--- src/rtl/demux1_4_stream_if.sv ---
// Stream bundle for the 1-to-4 demultiplexer: one upstream valid/ready port
// with a channel select, and four downstream valid/ready channels packed
// side by side (channel i at out_data[i*WIDTH +: WIDTH]).
interface demux1_4_stream_if #(
  parameter int WIDTH = 8
);
  logic                 in_valid;
  logic                 in_ready;
  logic [WIDTH-1:0]     in_data;
  logic [1:0]           sel;
  logic [3:0]           out_valid;
  logic [3:0]           out_ready;
  logic [4*WIDTH-1:0]   out_data;

  // Producer/consumer side (testbench or surrounding logic)
  modport master (
    output in_valid, in_data, sel, out_ready,
    input  in_ready, out_valid, out_data
  );

  // Demultiplexer side
  modport slave (
    input  in_valid, in_data, sel, out_ready,
    output in_ready, out_valid, out_data
  );
endinterface

--- src/rtl/demux1_4_stream.sv ---
// 1-to-4 stream demultiplexer with one holding register per channel.
// A word is routed to channel sel when that channel is empty or is being
// drained in the same cycle; the other channels drain independently.
// Optional feature: define DEMUX_COUNT_EN to add the cnt output, four 8-bit
// wrapping counters of output transfers (channel i at cnt[i*8 +: 8]).
module demux1_4_stream #(
  parameter int WIDTH = 8
) (
  input  logic                clk,
  input  logic                reset,
  demux1_4_stream_if.slave    bus
`ifdef DEMUX_COUNT_EN
  ,
  output logic [31:0]         cnt
`endif
);

  logic [3:0]             vld_q, vld_d;
  logic [3:0][WIDTH-1:0]  data_q, data_d;
  logic [3:0]             pop;
  logic                   load;

  // A full channel can still accept when its consumer takes the old word now
  assign bus.in_ready = (~vld_q[bus.sel] | bus.out_ready[bus.sel]) & ~reset;
  assign load         = bus.in_valid & bus.in_ready;
  assign pop          = vld_q & bus.out_ready;

  assign bus.out_valid = vld_q;
  assign bus.out_data  = data_q;

  // Next state: pops clear flags, a load to sel overrides its pop (no loss)
  always_comb begin
    vld_d  = vld_q & ~pop;
    data_d = data_q;
    if (load) begin
      vld_d[bus.sel]  = 1'b1;
      data_d[bus.sel] = bus.in_data;
    end
  end

  // Holding registers; data is cleared on reset so outputs are never unknown
  always_ff @(posedge clk) begin
    if (reset) begin
      vld_q  <= '0;
      data_q <= '0;
    end else begin
      vld_q  <= vld_d;
      data_q <= data_d;
    end
  end

`ifdef DEMUX_COUNT_EN
  logic [3:0][7:0] cnt_q, cnt_d;

  // Per-channel output transfer count, wrapping naturally at 8 bits
  always_comb begin
    for (int i = 0; i < 4; i++) begin
      cnt_d[i] = cnt_q[i] + {7'd0, pop[i]};
    end
  end

  // Counter registers
  always_ff @(posedge clk) begin
    if (reset) begin
      cnt_q <= '0;
    end else begin
      cnt_q <= cnt_d;
    end
  end

  assign cnt = cnt_q;
`endif

endmodule

--- src/flat_wrapper.sv ---
// flat-port wrapper written by rule: the top's interface ports become plain ports
module demux1_4_stream_flat 
#(
  parameter int WIDTH = 8
)
  (clk, reset, bus_in_valid, bus_in_data, bus_sel, bus_out_ready, bus_in_ready, bus_out_valid, bus_out_data);
  demux1_4_stream_if #(.WIDTH(WIDTH)) bus_i ();
  input  logic clk;
  input  logic reset;
  input wire logic [$bits(bus_i.in_valid)-1:0] bus_in_valid;
  input wire logic [$bits(bus_i.in_data)-1:0] bus_in_data;
  input wire logic [$bits(bus_i.sel)-1:0] bus_sel;
  input wire logic [$bits(bus_i.out_ready)-1:0] bus_out_ready;
  output wire logic [$bits(bus_i.in_ready)-1:0] bus_in_ready;
  output wire logic [$bits(bus_i.out_valid)-1:0] bus_out_valid;
  output wire logic [$bits(bus_i.out_data)-1:0] bus_out_data;
  assign bus_i.in_valid = bus_in_valid;
  assign bus_i.in_data = bus_in_data;
  assign bus_i.sel = bus_sel;
  assign bus_i.out_ready = bus_out_ready;
  assign bus_in_ready = bus_i.in_ready;
  assign bus_out_valid = bus_i.out_valid;
  assign bus_out_data = bus_i.out_data;
  demux1_4_stream #(.WIDTH(WIDTH)) u_core (.clk(clk), .reset(reset), .bus(bus_i));
endmodule
--- config.mk ---
export PLATFORM = sky130hd
export DESIGN_NAME = demux1_4_stream_flat
export DESIGN_NICKNAME = d
export VERILOG_FILES = /design/src/rtl/demux1_4_stream_if.sv /design/src/rtl/demux1_4_stream.sv /design/src/flat_wrapper.sv
export SDC_FILE = /design/constraint.sdc
export NUM_CORES = 1
export LEC_CHECK = 0
export CAP_MARGIN = 25
export CORE_MARGIN = 1
export CORE_UTILIZATION = 48
export DETAILED_ROUTE_END_ITERATION = 7
export GPL_ROUTABILITY_DRIVEN = 1
export PLACE_DENSITY_LB_ADDON = 0.25
export RECOVER_POWER = 100
export SLEW_MARGIN = 30
export SYNTH_ARGS = -nofsm -noshare
export SYNTH_HDL_FRONTEND = slang
export SYNTH_SLANG_ARGS = --single-unit
--- constraint.sdc ---
create_clock -name clk -period 3 [get_ports clk]
set_input_delay 0.3 -clock clk [delete_from_list [all_inputs] [get_ports clk]]
set_output_delay 0.3 -clock clk [all_outputs]
set_load 0.01 [all_outputs]
# Word level (Yosys, flattened, before mapping)
# Cells that the tools add are included.
# totals
input_bits	17
ff_bits	36
wordCells	27
# classes
magnitude_cmp	2
muxes	10
n_bitwise	9
reduce_logical	1
# ops
cell	count
$bwmux 32	1
$demux 8 s2	1
$and 4x4->4	2
$mux 8	1
$bmux 1 s2	2
$mux 4	1
$not 4->4	1
$or 4x4->4	1
$lt 2x3->1 const B	1
$mux 1	3
$and 1x1->1	2
$demux 1 s2	1
$ge 2x1->1 const B	1
$not 1->1	2
$logic_and 1x1->1	1
$or 1x1->1	1

# Depth between registers and ports, before layout
# Gate-level depths: netlist of run 1.
# depth
depth_word	7
depth_mapped	6
ltp_nobuf	3

# Worst setup path before layout of run 1
# Ideal clock, no wire load.
# synth_timing
path_type	register to output
startpoint	reg u_core.vld_q[3] (netlist: u_core.bus.out_valid[3])
endpoint	out bus_in_ready
arrival_time_ps	1293
stages_incl_launch_ff	5
slack_ps	1407
path_cell_list	dfxtp_1 > nor2b_1 > clkbuf_1 > mux4_1 > nor2_1
# synth_between
elab_chain_cells	5
# synth_rtl
element	line_no	source
from (decl)	demux1_4_stream.sv:18	logic [3:0] vld_q, vld_d;
from (signal assigned)	demux1_4_stream.sv:47	vld_q <= vld_d;
$bmux 1 s2	demux1_4_stream.sv:24	assign bus.in_ready = (~vld_q[bus.sel] | bus.out_ready[bus.sel]) & ~reset;
$mux 1 (implied by the code)	demux1_4_stream.sv:24	
$not 1->1	demux1_4_stream.sv:24	
$or 1x1->1	demux1_4_stream.sv:24	
$and 1x1->1	demux1_4_stream.sv:24	
to (decl)	flat_wrapper.sv:14	output wire logic [$bits(bus_i.in_ready)-1:0] bus_in_ready;
# No other way between the ends. The select of a mux whose other input is x is not followed.

# Final worst setup path of run 1
# layout_timing
startpoint	in bus_out_ready[3]
endpoint	out bus_in_ready
# layout_between
elab_chain_cells	4
# layout_rtl
element	line_no	source
from (decl)	flat_wrapper.sv:13	input wire logic [$bits(bus_i.out_ready)-1:0] bus_out_ready;
$bmux 1 s2	demux1_4_stream.sv:24	
$mux 1 (implied by the code)	demux1_4_stream.sv:24	
$or 1x1->1	demux1_4_stream.sv:24	
$and 1x1->1	demux1_4_stream.sv:24	
# No other way between the ends. The select of a mux whose other input is x is not followed.

==> qor.txt, run 1 <==
Maxcap violations: 0
Crit path time final: 2.65 ns
List of most frequent post-synthesis cells: dfxtp_1 (36), nand4_1 (32), a21oi_1 (20), clkbuf_1 (17)
Setup_tns: 0 ns
# resized after CTS: 0
Finish-stage setup viols: 0
Final hold violation count: 0
Num CTS Buffers: 5
Reg clk slew, reported paths: 0.10 ns
Pwr per Cell Area: 398 nW/µm²
Pins Over Slew Limit: 0
Final Skew: 0.00113 ns
Flops & latches, synth: 36
Std-Cell Rows: 20
Worst path arrival time: 2.35 ns
Yosys cell types: 23
Via count: 1647
Starting Density: 51.8%
Syn avg cell area: 8.90 µm²
Hold Crit Depth: 2
Share of post-route cells with drive strength above 1: 3.67%
WL/cell: 17.3 µm
Clock sinks: 36
Outcome: finished, final reports clean
Top FF cell, synth: dfxtp_1
Fraction of registers with async set/reset: 0%
Nets@finish: 237
Insertion delay to the later sink of the worst-skew pair: 0.34 ns
Total wire length: 4530 µm
Clock H-tree levels: 2
Hpwl dp: 3040 µm
Post-synthesis cell area: 1620 µm²
Dominant cell type by area after synthesis: dfxtp_1
Worst r2r dst: u_core.bus.out_data[25]
Worst Path Required: 2.70 ns
WP buf/inv: 2
Core area: 3130 µm²
Hold Buf Count CTS: 0
Longest Clk Path Bufs: 2
Seq/Total Area, Yosys: 44.5%
CP max stage delay: 0.60 ns
Critical path type: input pin to primary output
Worst Path Max Fanout: 9
Largest net degree at the start of global routing: 35
Total grt overflow: 0
Top cells by area in the synthesized netlist: dfxtp_1 (44%), nand4_1 (12%), o311ai_0 (7.6%)
Hold_sp: u_core.bus.out_data[5]
Slew headroom: 5.84%
Crit end category: primary output
Boundary pin count: 54
Critical-path cell list: clkdlybuf4s50_1, nor2b_1, mux4_1, nor2_1, dlygate4sd3_1
Yosys top cell area share: 44.5%
DRC: 0
Postcts setup bufs: 0
Mapped Nets: 199
Worst r2r src: u_core.bus.out_valid[3]
RSZ-0062 raised after global routing: false
Syn-to-layout area delta: 31.9%
DRT antenna net count: 0
EDFF count, synth: 0
Max stage delay cell, worst path: dlygate4sd3_1
Hold EP: u_core.bus.out_data[5]
IO Port Bufs: 53
Placed inst area: 2110 µm²
First-pass GRT wire length: 7100 µm
CP Launch Type: input pin
Max frequency: 377 MHz
CTS root buf: clkbuf_4
N_diodes: 0
Post-synthesis instance total: 182
TritonRoute pass-1 iters: 4
Die ar.: 3610 µm²
Most common cell in the netlist: dfxtp_1
Leakage: 0.868 nW
VDD IR-drop max: 0.000275 V
Top delay family on crit path: buffers and inverters
Crit share post-route: 88.4%
Vias per cell: 6.29
Hold crit path type: register to register
Reg2reg path depth: 3
Design Area, Final: 2140 µm²
CTS tree: built
Flop2flop setup slack: 1.61 ns
DRT iter0 DRCs: 98
Initial antenna violation count: 0
Die Width: 60.1 µm
Overall routing resource usage: 26.4%
Worst-Margin Slew: 1.41 ns
Routability cong.: 0.820
Yosys warnings: 0
Vias in the first global route: 1527
Die height: 60.1 µm
-- logic make-up after synthesis --
logic type / synth area share (%)
buffers and inverters: 8.42
AOI/OAI and AO/OA: 22.2
and+or+nand+nor: 23.2
muxes: 1.62
DFF: 44.5
-- layer usage --
metal	GRT usage (%)	share of wire (%)
met5	0	0
met4	11.3	1.7
met3	6.28	8.5
met2	40.0	48
met1	35.6	42
-- worst register-to-register path, stage by stage, from the launching register on --
cell and delay [ns]:
dfxtp_1 0.36, nor2b_1 0.60, o31ai_1 0.17, a21oi_1 0.20
-- cells in the final DEF, fill, tap and decap left out, drive strengths merged --
master	synthesis	layout
dlygate4sd3	0	38
dfxtp	36	36
nand4	32	32
a21oi	20	20
nand2	16	16
o31ai	16	16
o311ai	16	16
clkdlybuf4s50	0	15
clkbuf	17	7
nor2b	4	4
nand2b	4	4
nand3b	3	3
nand3	2	2
buf	9	2
clkinv	1	1
mux4	1	1
nor2	1	1
nor3b	1	1
or3b	1	1
inv	1	1
and3b	1	1
-- worst max-delay path by stage --
stage	startpoint	cells after the start	end
final	bus_out_ready[3]	5	bus_in_ready
after CTS	bus_out_ready[3]	5	bus_in_ready
after detailed placement	bus_out_ready[3]	5	bus_in_ready
after floorplan	u_core.bus.out_valid[3]	4	bus_in_ready
after global placement	bus_out_ready[3]	5	bus_in_ready
after global routing	bus_out_ready[3]	5	bus_in_ready
-- state kept, by name, summed over array words and instances, names as in the netlist --
signal                count
u_core.bus.out_data      32
u_core.bus.out_valid      4
-- area by class of cell --
cell class | instances | area [µm²]
tap | 44 | 55.1
clock buffer | 5 | 37.5
multi-input combinational | 118 | 763
inverter | 2 | 7.51
timing repair buffer | 57 | 553
fill | 265 | 991
sequential | 36 | 721
-- per-stage QoR --
stage / total power, mW / setup slack [ns] / cells / hold WS [ns] / utilization [%]
after CTS: 0.854 / 0.519 / 262 / 0.470 / 68.6
after detailed placement: 0.641 / 0.500 / 257 / 0.455 / 67.4
after floorplan: 0.574 / 1.41 / 182 / 0.437 / -
after global routing: 0.877 / 0.296 / 262 / 0.492 / 68.3
final: 0.851 / 0.347 / 262 / 0.467 / 68.3
after global placement: 0.637 / 0.612 / 257 / 0.451 / 67.4
-- report_power, final --
| group | internal, mW | switching (mW) |
|---|---|---|
| Clock | 0.0783 | 0.148 |
| Sequential | 0.492 | 0.00688 |
| Combinational | 0.0539 | 0.0724 |
| Total | 0.624 | 0.227 |
Power figures use the tool's default switching activity.
==> run 2, diff against run 1 <==
- CORE_MARGIN: 1 -> 2
==> run 2 against run 1 <==
Effect of this change: register-to-register slack improved by 0.04 ns; die area increased by 6.8%; utilization decreased by 3.4 points; total power decreased by 0.56%; setup slack improved by 0.088 ns.
==> qor.txt, run 2 (same netlist as run 1, synthesis figures left out) <==
Outcome: finished, final reports clean
Final Skew: 0.000694 ns (-0.000437 ns)
CP Launch Type: input pin
Nets@finish: 236 (-0.42%)
Final hold violation count: 0 (unchanged)
Longest Clk Path Bufs: 2 (unchanged)
CTS tree: built
Clock power share: 26.4% (-0.2 points)
Worst Setup Slack, final: 0.434 ns (+0.0876 ns)
Critical path type: input pin to primary output
Crit share post-route: 85.5% (-2.9 points)
Insertion delay to the later sink of the worst-skew pair: 0.33 ns (about the same)
IO Port Bufs: 53 (unchanged)
Final Core Density: 64.9% (-3.4 points)
Worst Path Max Fanout: 9 (unchanged)
Total grt overflow: 0 (unchanged)
Layout Cells excl Fill: 263 (+0.38%)
N_diodes: 0 (unchanged)
Clock sinks: 36 (unchanged)
Setup_tns: 0 ns (unchanged)
Comb pwr share: 14.7% (about the same)
Maxcap violations: 0 (unchanged)
Commonest non-fill, non-tap cells in the layout: dlygate4sd3_1 (38), dfxtp_1 (36), nand4_1 (32)
Leakage: 0.863 nW (-0.61%)
Postcts setup bufs: 0 (unchanged)
Num CTS Buffers: 5 (unchanged)
Boundary pin count: 54 (unchanged)
Sequential share of power: 58.9% (+0.3 points)
Switch share: 26.4% (-0.33 points)
Clock H-tree levels: 2 (unchanged)
Die ar.: 3860 µm² (+6.8%)
Reg2reg path depth: 3 (unchanged)
Pre-CTS WS: 0.555 ns (+0.0552 ns)
DRC: 0 (unchanged)
Hold Crit Depth: 2 (unchanged)
Max frequency: 390 MHz (+3.4%)
Total wire length: 4440 µm (-2.0%)
Vias in the first global route: 1470 (-3.7%)
Finish-stage setup viols: 0 (unchanged)
Largest net degree at the start of global routing: 35 (unchanged)
Most common cell after layout, fill and taps aside: dlygate4sd3_1
Design Area, Final: 2130 µm² (-0.23%)
Share of post-route cells with drive strength above 1: 3.23% (-0.44 points)
CTS root buf: clkbuf_4
Die Width: 62.1 µm (+3.3%)
Pins Over Slew Limit: 0 (unchanged)
Die height: 62.1 µm (+3.3%)
Routability cong.: 0.856 (+4.3%)
Worst Path Required: 2.70 ns (about the same)
Worst-Margin Slew: 1.39 ns (-0.0252 ns)
Syn-to-layout area delta: 31.6%
Hold Buf Count CTS: 0 (unchanged)
DRT iter0 DRCs: 93 (-5.1%)
Int Power: 0.623 mW (-0.11%)
Placed cells: 258 (+0.39%)
Std-Cell Rows: 21 (+5.0%)
First-pass GRT wire length: 7290 µm (+2.6%)
TritonRoute pass-1 iters: 4 (unchanged)
Via count: 1626 (-1.3%)
Slew headroom: 7.52% (+1.7 points)
Crit end category: primary output
P_sw: 0.223 mW (-1.8%)
RSZ-0062 raised after global routing: false
Pwr per Cell Area: 397 nW/µm² (-0.33%)
# resized after CTS: 0 (unchanged)
DRT antenna net count: 0 (unchanged)
Hpwl dp: 3060 µm (+0.60%)
Core area: 3280 µm² (+5.0%)
Placed inst area: 2100 µm² (-0.24%)
Reg clk slew, reported paths: 0.09 ns (about the same)
Crit path time final: 2.57 ns (-0.0876 ns)
WL/cell: 16.9 µm (-2.4%)
VDD IR-drop max: 0.000238 V (-14%)
Hold crit path type: register to register
Starting Density: 49.3% (-2.5 points)
Largest register FFs: 32 (unchanged)
Vias per cell: 6.18 (-1.7%)
Overall routing resource usage: 23.7% (-2.7 points)
Worst path arrival time: 2.27 ns (-0.08 ns)
Initial antenna violation count: 0 (unchanged)
-- run 2: metal layers --
metal  part of all wire, %  global-route usage (%)  vias up
li1                      -                       -      772
met1                    43                    34.1      758
met2                    46                    34.1       86
met3                   9.5                    4.71       10
met4                   1.7                    11.4        0
met5                     0                       0        -
-- run 2: final cells by class --
| type | count | area [µm²] |
|---|---|---|
| clock buffer | 5 | 37.5 |
| inverter | 2 | 7.51 |
| timing repair buffer | 56 | 546 |
| tap | 46 | 57.6 |
| sequential | 36 | 721 |
| fill | 281 | 1150 |
| multi-input combinational | 118 | 763 |
-- run 2: power groups by stage --
stage | registers (mW) | clock network, mW | logic, mW
detailed placement | 0.510 | 0 | 0.130
floorplan | 0.516 | 0 | 0.0575
global placement | 0.510 | 0 | 0.126
global route | 0.501 | 0.244 | 0.134
CTS | 0.499 | 0.228 | 0.130
finish | 0.499 | 0.223 | 0.125
-- run 2: path summary, 6_finish.rpt --
kind,from,end,slack (ns)
hold reg to reg,u_core.bus.out_data[21],u_core.bus.out_data[21],0.47
setup / recovery,bus_out_ready[3],bus_in_ready,0.43
hold / removal,u_core.bus.out_data[21],u_core.bus.out_data[21],0.47
setup reg to reg,u_core.bus.out_valid[2],u_core.bus.out_data[23],1.65
-- run 2: metrics by stage --
stage / total power, mW / hold WS, ns
after floorplan: 0.574 / 0.437
after global placement: 0.636 / 0.451
after detailed placement: 0.640 / 0.462
after CTS: 0.858 / 0.476
after global routing: 0.879 / 0.486
final: 0.847 / 0.470
-- run 2: worst max-delay path, cell delays in order --
cell             delay (ns)
clkdlybuf4s50_1        0.42
nor2b_1                0.52
mux4_1                 0.36
nor2_1                 0.05
dlygate4sd3_1          0.62
==> run 3, diff against run 2 <==
- CORE_UTILIZATION: 48 -> 33
- clock period: 3 -> 2.9 ns (I/O delays scaled with it)
==> run 3 against run 2 <==
Effect of this change: combinational power increased by 6%; via count decreased by 2.7%; count of clock-buffer cells in the layout increased by 3; utilization shrank 18 points; clock skew increased by 0.0029 ns; critical path depth unchanged; global-route usage fell by 6.1 points; cell area up 4.4%; non-clock buffer count is 2 higher.
==> qor.txt, run 3 (same netlist as run 1, synthesis figures left out) <==
Outcome: finished, final reports clean
Max stage delay cell, worst path: dlygate4sd3_1
Routability cong.: 0.764 (-11%)
Starting Density: 34.3% (-15 points)
# resized after CTS: 0 (unchanged)
RSZ-0062 raised after global routing: false
VDD IR-drop max: 0.000246 V (+3.5%)
Syn-to-layout area delta: 37.4%
Most used cell, CP: dlygate4sd3_1
Worst Path Max Fanout: 2 (-7)
Worst r2r src: u_core.bus.out_valid[0]
TritonRoute pass-1 iters: 4 (unchanged)
Placed inst area: 2140 µm² (+2.0%)
Reg clk slew, reported paths: 0.07 ns (-0.02 ns)
Worst path arrival time: 2.25 ns (-0.02 ns)
Design Power: 1.02 mW (+21%)
Crit end category: primary output
Die height: 74.1 µm (+19%)
Final Skew: 0.00356 ns (+0.00287 ns)
Hold crit path type: register to register
Postcts setup bufs: 0 (unchanged)
WL/cell: 16.4 µm (-3.1%)
Die ar.: 5490 µm² (+42%)
Std-Cell Rows: 25 (+19%)
Hold Buf Count CTS: 0 (unchanged)
Flop2flop setup slack: 1.62 ns (-0.03 ns)
Max frequency: 393 MHz
Critical path type: input pin to primary output
Overall routing resource usage: 17.6% (-6.1 points)
Total wire length: 4730 µm (+6.5%)
Total grt overflow: 0 (unchanged)
Fill count: 476 (+69%)
DRC: 0 (unchanged)
Design Area, Final: 2230 µm² (+4.4%)
Slew headroom: 2.27% (-5.2 points)
N_diodes: 0 (unchanged)
Die Width: 74.1 µm (+19%)
Pwr per Cell Area: 459 nW/µm² (+16%)
Pre-CTS WS: 0.464 ns (-0.0912 ns)
IO Port Bufs: 53 (unchanged)
Finish-stage setup viols: 0 (unchanged)
Most common cell after layout, fill and taps aside: dlygate4sd3_1
DRT antenna net count: 0 (unchanged)
Via count: 1582 (-2.7%)
Worst-Margin Slew: 1.47 ns (+0.0787 ns)
First-pass GRT wire length: 7270 µm (-0.19%)
CTS tree: built
Reg2reg path depth: 3 (unchanged)
Core area: 4720 µm² (+44%)
Longest Clk Path Bufs: 2 (unchanged)
Worst r2r dst: u_core.bus.out_data[3]
CTS root buf: clkbuf_8
Num CTS Buffers: 5 (unchanged)
Vias per cell: 5.47 (-11%)
Crit path time final: 2.54 ns
Largest net degree at the start of global routing: 35 (unchanged)
Worst Path Required: 2.61 ns (-0.09 ns)
Final hold violation count: 0 (unchanged)
Clock sinks: 36 (unchanged)
Boundary pin count: 54 (unchanged)
Pins Over Slew Limit: 0 (unchanged)
DRT iter0 DRCs: 146 (+57%)
Hold Crit Depth: 2 (unchanged)
Hpwl dp: 3080 µm (+0.67%)
Worst Setup Slack, final: 0.358 ns (-0.0762 ns)
CP max stage delay: 0.62 ns (about the same)
Initial antenna violation count: 0 (unchanged)
Hold EP: u_core.bus.out_data[27]
Maxcap violations: 0 (unchanged)
Setup_tns: 0 ns (unchanged)
Insertion delay to the later sink of the worst-skew pair: 0.29 ns (-0.04 ns)
Commonest non-fill, non-tap cells in the layout: dlygate4sd3_1 (38), dfxtp_1 (36), nand4_1 (32)
Clock H-tree levels: 2 (unchanged)
Critical-path cell list: dlygate4sd3_1, clkinv_1, mux4_1, nor2_1, dlygate4sd3_1
Largest register FFs: 32 (unchanged)
Nets@finish: 238 (+0.85%)
Share of post-route cells with drive strength above 1: 4.50% (+1.3 points)
Leakage: 0.896 nW (+3.8%)
Hold_sp: u_core.bus.out_data[27]
CP Launch Type: input pin
Crit share post-route: 87.7%
Vias in the first global route: 1436 (-2.3%)
-- run 3: changes by cell type in the layout (fill, tap and decap cells not counted), sizes merged --
cell    before  now
buf          1    3
clkbuf       7   10
-- run 3: cell type report --
| cell class | count | area (µm²) | share of cell area [%] |
|---|---|---|---|
| multi-input cells | 118 | 763 | 34.3 |
| flip-flops and latches | 36 | 721 | 32.4 |
| repair buffers | 58 | 561 | 25.2 |
| clock buffers | 8 | 90.1 | 4.05 |
| well taps | 67 | 83.8 | 3.77 |
| inverters | 2 | 7.51 | 0.337 |
-- run 3: report_power, final --
group          switching, mW  internal [mW]  total (mW)
sequential           0.00706          0.509       0.516
clock                  0.180          0.194       0.374
combinational         0.0755         0.0561       0.132
total                  0.262          0.759        1.02
-- run 3: metal layers --
metal | up-vias | part of all wire [%] | routed length [µm] | GRT usage, %
met1 | 728 | 48 | 2290 | 26.4
met3 | 9 | 6.0 | 283 | 4.34
met2 | 63 | 44 | 2080 | 24.0
li1 | 782 | - | - | -
met5 | - | 0 | 0 | 0
met4 | 0 | 1.4 | 67 | 6.67
-- run 3: stage by stage --
step	hold WS [ns]	cells	utilization (%)
after global routing	0.490	289	47.1
after global placement	0.465	281	45.4
after floorplan	0.427	182	-
after detailed placement	0.463	281	45.4
final	0.470	289	47.1
after CTS	0.476	289	47.3
-- run 3: worst max path at each step --
| stage | start | endpoint | cells past startpoint |
|---|---|---|---|
| 2_1_floorplan | u_core.bus.out_valid[3] | bus_in_ready | 4 |
| 3_3_place_gp | bus_out_ready[2] | bus_in_ready | 6 |
| 3_5_place_dp | bus_out_ready[2] | bus_in_ready | 6 |
| 4_1_cts | bus_out_ready[2] | bus_in_ready | 6 |
| 5_1_grt | bus_out_ready[1] | bus_in_ready | 5 |
| 6_report | bus_sel[1] | bus_in_ready | 5 |
-- run 3: critical path: cells and delay by family --
kind / cells / cell delay (ns)
buffers and inverters: 3 / 1.29
muxes: 1 / 0.53
and+or+nand+nor: 1 / 0.14
